## config.mk

```make
export PLATFORM = sky130hd
export DESIGN_NAME = frv_axi_sram_responder
export DESIGN_NICKNAME = d
export VERILOG_FILES = /design/src/rtl/frv_axi_sram_responder.sv
export SDC_FILE = /design/constraint.sdc
export NUM_CORES = 1
export LEC_CHECK = 0
export BUFFER_PORTS_ARGS = -buffer_cell sky130_fd_sc_hd__buf_2
export CORE_MARGIN = 2
export CORE_UTILIZATION = 43
export DETAILED_ROUTE_END_ITERATION = 12
export PLACE_DENSITY_LB_ADDON = 0.08
export REMOVE_ABC_BUFFERS = 1
export SYNTH_ARGS = -nofsm -noshare
export SYNTH_HDL_FRONTEND = slang
export SYNTH_SLANG_ARGS = --single-unit
```

## constraint.sdc

```tcl
create_clock -name g_clk -period 2.8 [get_ports g_clk]
set_input_delay 0.28 -clock g_clk [delete_from_list [all_inputs] [get_ports g_clk]]
set_output_delay 0.28 -clock g_clk [all_outputs]
set_load 0.005 [all_outputs]
```

## src/rtl/frv_axi_sram_responder.sv

```systemverilog
// AXI4-Lite slave in front of a single-port synchronous SRAM; one transaction at a time, writes win contention.
// Define FRV_AXI_RSP_RANGE_CHECK_EN to answer accesses outside the window with SLVERR instead of aliasing them.
module frv_axi_sram_responder #(
  parameter logic [31:0] MEM_BASE = 32'h8000_0000,
  parameter int unsigned ADDR_W   = 10
) (
  input  logic              g_clk,
  input  logic              g_resetn,
  input  logic              s_awvalid,
  output logic              s_awready,
  input  logic [31:0]       s_awaddr,
  input  logic              s_wvalid,
  output logic              s_wready,
  input  logic [31:0]       s_wdata,
  input  logic [3:0]        s_wstrb,
  output logic              s_bvalid,
  input  logic              s_bready,
  output logic [1:0]        s_bresp,
  input  logic              s_arvalid,
  output logic              s_arready,
  input  logic [31:0]       s_araddr,
  output logic              s_rvalid,
  input  logic              s_rready,
  output logic [31:0]       s_rdata,
  output logic [1:0]        s_rresp,
  output logic              sram_cen,
  output logic              sram_wen,
  output logic [3:0]        sram_strb,
  output logic [ADDR_W-1:0] sram_addr,
  output logic [31:0]       sram_wdata,
  input  logic [31:0]       sram_rdata
);

  typedef enum logic [2:0] {IDLE, WR_ACC, WR_DO, WR_RSP, RD_DO, RD_CAP, RD_RSP} state_t;

  state_t      state_q, state_d;
  logic        aw_got_q, aw_got_d, w_got_q, w_got_d;
  logic [31:0] awaddr_q, awaddr_d, araddr_q, araddr_d;
  logic [31:0] wdata_q, wdata_d, rdata_q, rdata_d;
  logic [3:0]  wstrb_q, wstrb_d;
  logic [1:0]  bresp_q, bresp_d, rresp_q, rresp_d;
  logic        aw_hs, w_hs, ar_hs, wr_err, rd_err;

`ifdef FRV_AXI_RSP_RANGE_CHECK_EN
  // 33-bit offset so addresses below MEM_BASE wrap to a huge value and fail the compare
  localparam logic [32:0] WIN_BYTES = 33'd4 << ADDR_W;
  logic [32:0] wr_off, rd_off;
  assign wr_off = {1'b0, awaddr_q} - {1'b0, MEM_BASE};
  assign rd_off = {1'b0, araddr_q} - {1'b0, MEM_BASE};
  assign wr_err = (wr_off >= WIN_BYTES);
  assign rd_err = (rd_off >= WIN_BYTES);
`else
  logic unused_addr_bits;
  assign unused_addr_bits = ^{awaddr_q[31:ADDR_W+2], awaddr_q[1:0],
                              araddr_q[31:ADDR_W+2], araddr_q[1:0]};
  assign wr_err = 1'b0;
  assign rd_err = 1'b0;
`endif

  assign s_awready = g_resetn && (state_q == IDLE || state_q == WR_ACC) && !aw_got_q;
  assign s_wready  = g_resetn && (state_q == IDLE || state_q == WR_ACC) && !w_got_q;
  // Any pending write intent blocks AR so a read can never slip in between AW and W
  assign s_arready = g_resetn && (state_q == IDLE) && !aw_got_q && !w_got_q
                     && !s_awvalid && !s_wvalid;

  assign aw_hs = s_awvalid && s_awready;
  assign w_hs  = s_wvalid && s_wready;
  assign ar_hs = s_arvalid && s_arready;

  assign s_bvalid   = (state_q == WR_RSP);
  assign s_rvalid   = (state_q == RD_RSP);
  assign s_bresp    = bresp_q;
  assign s_rresp    = rresp_q;
  assign s_rdata    = rdata_q;
  assign sram_cen   = ((state_q == WR_DO) && !wr_err) || ((state_q == RD_DO) && !rd_err);
  assign sram_wen   = (state_q == WR_DO) && !wr_err;
  assign sram_strb  = wstrb_q;
  assign sram_wdata = wdata_q;
  assign sram_addr  = (state_q == RD_DO) ? araddr_q[ADDR_W+1:2] : awaddr_q[ADDR_W+1:2];

  always_comb begin
    state_d  = state_q;
    aw_got_d = aw_got_q;
    w_got_d  = w_got_q;
    awaddr_d = awaddr_q;
    araddr_d = araddr_q;
    wdata_d  = wdata_q;
    wstrb_d  = wstrb_q;
    rdata_d  = rdata_q;
    bresp_d  = bresp_q;
    rresp_d  = rresp_q;
    if (aw_hs) begin
      aw_got_d = 1'b1;
      awaddr_d = s_awaddr;
    end
    if (w_hs) begin
      w_got_d = 1'b1;
      wdata_d = s_wdata;
      wstrb_d = s_wstrb;
    end
    case (state_q)
      IDLE: begin
        if (aw_got_d && w_got_d) begin
          state_d = WR_DO;
        end else if (aw_got_d || w_got_d) begin
          state_d = WR_ACC;
        end else if (ar_hs) begin
          araddr_d = s_araddr;
          state_d  = RD_DO;
        end
      end
      WR_ACC: if (aw_got_d && w_got_d) state_d = WR_DO;
      WR_DO: begin
        aw_got_d = 1'b0;
        w_got_d  = 1'b0;
        bresp_d  = wr_err ? 2'b10 : 2'b00;
        state_d  = WR_RSP;
      end
      WR_RSP: if (s_bready) state_d = IDLE;
      RD_DO:  state_d = RD_CAP;
      RD_CAP: begin
        rdata_d = rd_err ? 32'h0 : sram_rdata;
        rresp_d = rd_err ? 2'b10 : 2'b00;
        state_d = RD_RSP;
      end
      RD_RSP: if (s_rready) state_d = IDLE;
      default: state_d = IDLE;
    endcase
  end

  always_ff @(posedge g_clk) begin
    if (!g_resetn) begin
      state_q  <= IDLE;
      aw_got_q <= 1'b0;
      w_got_q  <= 1'b0;
      awaddr_q <= 32'h0;
      araddr_q <= 32'h0;
      wdata_q  <= 32'h0;
      wstrb_q  <= 4'h0;
      rdata_q  <= 32'h0;
      bresp_q  <= 2'b00;
      rresp_q  <= 2'b00;
    end else begin
      state_q  <= state_d;
      aw_got_q <= aw_got_d;
      w_got_q  <= w_got_d;
      awaddr_q <= awaddr_d;
      araddr_q <= araddr_d;
      wdata_q  <= wdata_d;
      wstrb_q  <= wstrb_d;
      rdata_q  <= rdata_d;
      bresp_q  <= bresp_d;
      rresp_q  <= rresp_d;
    end
  end

endmodule

```

==> run summary <==
Total track usage: 0.190
Synth Warn #: 0
Pleak: 2.26 nW
Post-CTS Resized: 0
Yosys cell types: 33
Post-DP HPWL: 6.36 mm
Mux contribution to synthesized area: 0.0583
Post-synthesis compound-gate area fraction: 0.175
Max-slew violation total from the final report: 0
DRC: 0
Worst Setup End Kind: primary output
Routability congestion estimate: 0.791
Die ar.: 0.00965 sq mm
Power Density: 669 mW/mm^2
Per-cell routed wire length: 12.8 um
CP arrival: 2.01 ns
HP Class: input port to flip-flop
Final hold vios: 0
Number of global-route vias before repair: 3,117
Commonest non-fill, non-tap cell in the layout: buf_2
Max-cap viol count: 0
Flops & latches, synth: 93
Top Ports: 228
Max IR drop VDD: 0.342 mV
NumNets Final: 753
Initial Utilization: 0.440
Total number of vias: 3,474
WHS: 0.149 ns
Via/cell ratio: 4.79
Num CTS Buffers: 9
H-tree depth: 3
P&R area growth vs syn: 30.1%
Mapped Cells: 444
Syn_area_per_cell: 8.60 sq um
Main combinational cell family by area after synthesis: simple AND/OR/NAND/NOR gates
Chip width: 98.3 um
Router iterations before antenna repair: 4
Setup repair after global routing missed its margin: false
Highest-count cells in the layout ignoring fill and taps: buf_2 (179), nand2_1 (150), dfxtp_1 (93), a21boi_0 (41), a21boi_1 (37)
Period utilization: 0.819
FMAX: 436 MHz
Post-CTS Setup Repair Bufs: 0
Worst slew margin: 0.474
Core area: 0.00868 sq mm
CTS tree: done
WP data required: 2.52 ns
Port buffer count: 179
Setup tns final: 0 ns
Initial antenna violation count: 0
Synthesized area: 0.00382 sq mm
Num Clock Sinks: 93
Post-synthesis simple-gate area fraction: 0.221
Post-Synth Adder-Cell Area: 0.00655
Final wirelength: 9.28 mm
Tightest Pin Transition: 0.790 ns
Tmin final: 2.29 ns
Site Rows: 34
Startpoint class of the critical path: flip-flop
Final setup fails: 0
Gr ovfl total: 0
Worst skew pair latency: 0.35 ns
Outcome: complete, no violations
Die height: 98.3 um
Root buffer cell: clkbuf_8
Pin count of the biggest net entering global routing: 94
Synth Area in XOR/XNOR: 0
WS Path Type: flip-flop to primary output
Clock Skews: 0.0145 ns
Initial drt markers: 97
Cts hold-fix bufs: 0
Register area share after synthesis: 0.487
Routed Antenna Nets: 0
Clk buf depth: 2
Maximum fanout along the worst path: 12
Fill count: 833
Reg clk slew, reported paths: 0.09 ns
Layout cells sized above 1: 0.352
First-pass GRT wire length: 15.0 mm
N_diodes: 0
==> layout make-up <==
cell class                      count  area, sq um  area share
Clock buffer                        9          124      0.0249
Multi-Input combinational cell    313         1770       0.357
Sequential cell                    93         1860       0.375
Clock inverter                      7         71.3      0.0144
Inverter                            7         26.3     0.00529
Tap cell                          108          135      0.0272
Timing Repair Buffer              188          976       0.196
==> worst paths after layout <==
| kind | start | end | slack, ns | cells after the start |
|---|---|---|---|---|
| setup / recovery | state_q[2] | sram_addr[2] | 0.51 | 5 |
| hold / removal | s_wdata[4] | sram_wdata[4] | 0.15 | 3 |
| setup reg to reg | state_q[1] | araddr_q[6] | 0.62 | 9 |
| hold reg to reg | sram_wdata[18] | sram_wdata[18] | 0.45 | 2 |
==> where the power goes <==
| group | total, mW | switching, mW | internal (mW) |
|---|---|---|---|
| logic | 0.899 | 0.500 | 0.398 |
| clock network | 0.893 | 0.475 | 0.418 |
| registers | 1.53 | 0.0769 | 1.46 |
| total | 3.32 | 1.05 | 2.27 |
==> stage by stage <==
stage | area [sq um] | worst slack, ns | utilization | power [mW] | instances
CTS | 4970 | 0.474 | 0.573 | 3.37 | 725
global route | 4970 | 0.382 | 0.573 | 3.56 | 725
floorplan | 3660 | 0.0521 | - | 2.07 | 413
detailed placement | 4770 | 0.572 | 0.550 | 2.47 | 709
finish | 4970 | 0.506 | 0.573 | 3.32 | 725
global placement | 4770 | 0.618 | 0.550 | 2.45 | 709
==> critical path, stage by stage, from the launching register on <==
cell      delay, ns
dfxtp_1        0.35
buf_4          0.19
nand2b_1       0.11
nor2_2         0.47
mux2_2         0.41
buf_2          0.13
==> synthesized netlist by cell type <==
library cell	instances	area share
and4_1	1	0.0023
and3_1	1	0.0016
a22oi_1	1	0.0020
nor2_2	1	0.0016
nor4b_2	1	0.0039
buf_2	6	0.0079
nand3_1	13	0.017
conb_1	1	0.00098
and2_1	2	0.0033
nor2b_1	12	0.020
nor4b_4	1	0.0062
a21boi_1	37	0.073
nor2_1	5	0.0049
inv_1	7	0.0069
or3_1	1	0.0016
and4b_1	1	0.0026
mux2_2	10	0.029
buf_4	9	0.018
dfxtp_1	93	0.49
o22ai_1	1	0.0016
o2bb2ai_1	1	0.0023
nand2_1	150	0.15
nand2b_1	1	0.0016
nor3_1	2	0.0026
mux2i_1	11	0.029
and3b_1	1	0.0023
a21oi_1	4	0.0052
clkbuf_1	19	0.019
nand3b_1	1	0.0020
o211ai_1	2	0.0039
ha_1	2	0.0065
o21ai_0	5	0.0065
a21boi_0	41	0.081
==> flip-flops by register name, indices dropped and copies added (netlist names) <==
name        flops
w_got_q         1
sram_wdata     32
s_rdata        32
araddr_q       10
aw_got_q        1
state_q         3
awaddr_q       10
sram_strb       4
==> kinds of logic after synthesis <==
group / count (synthesis)
AND/OR/NAND/NOR: 194
flip-flops: 93
AO/OA/AOI/OAI: 92
buffers and inverters: 41
multiplexers: 21
adder cells (fa/ha/maj): 2
other: 1
==> layer usage <==
layer  GRT usage  wire [um]
met1       0.259       4220
met2       0.295       4210
met3      0.0401        654
met4      0.0790        197
met5           0          0
No activity file was read; power rests on OpenSTA's default activity.
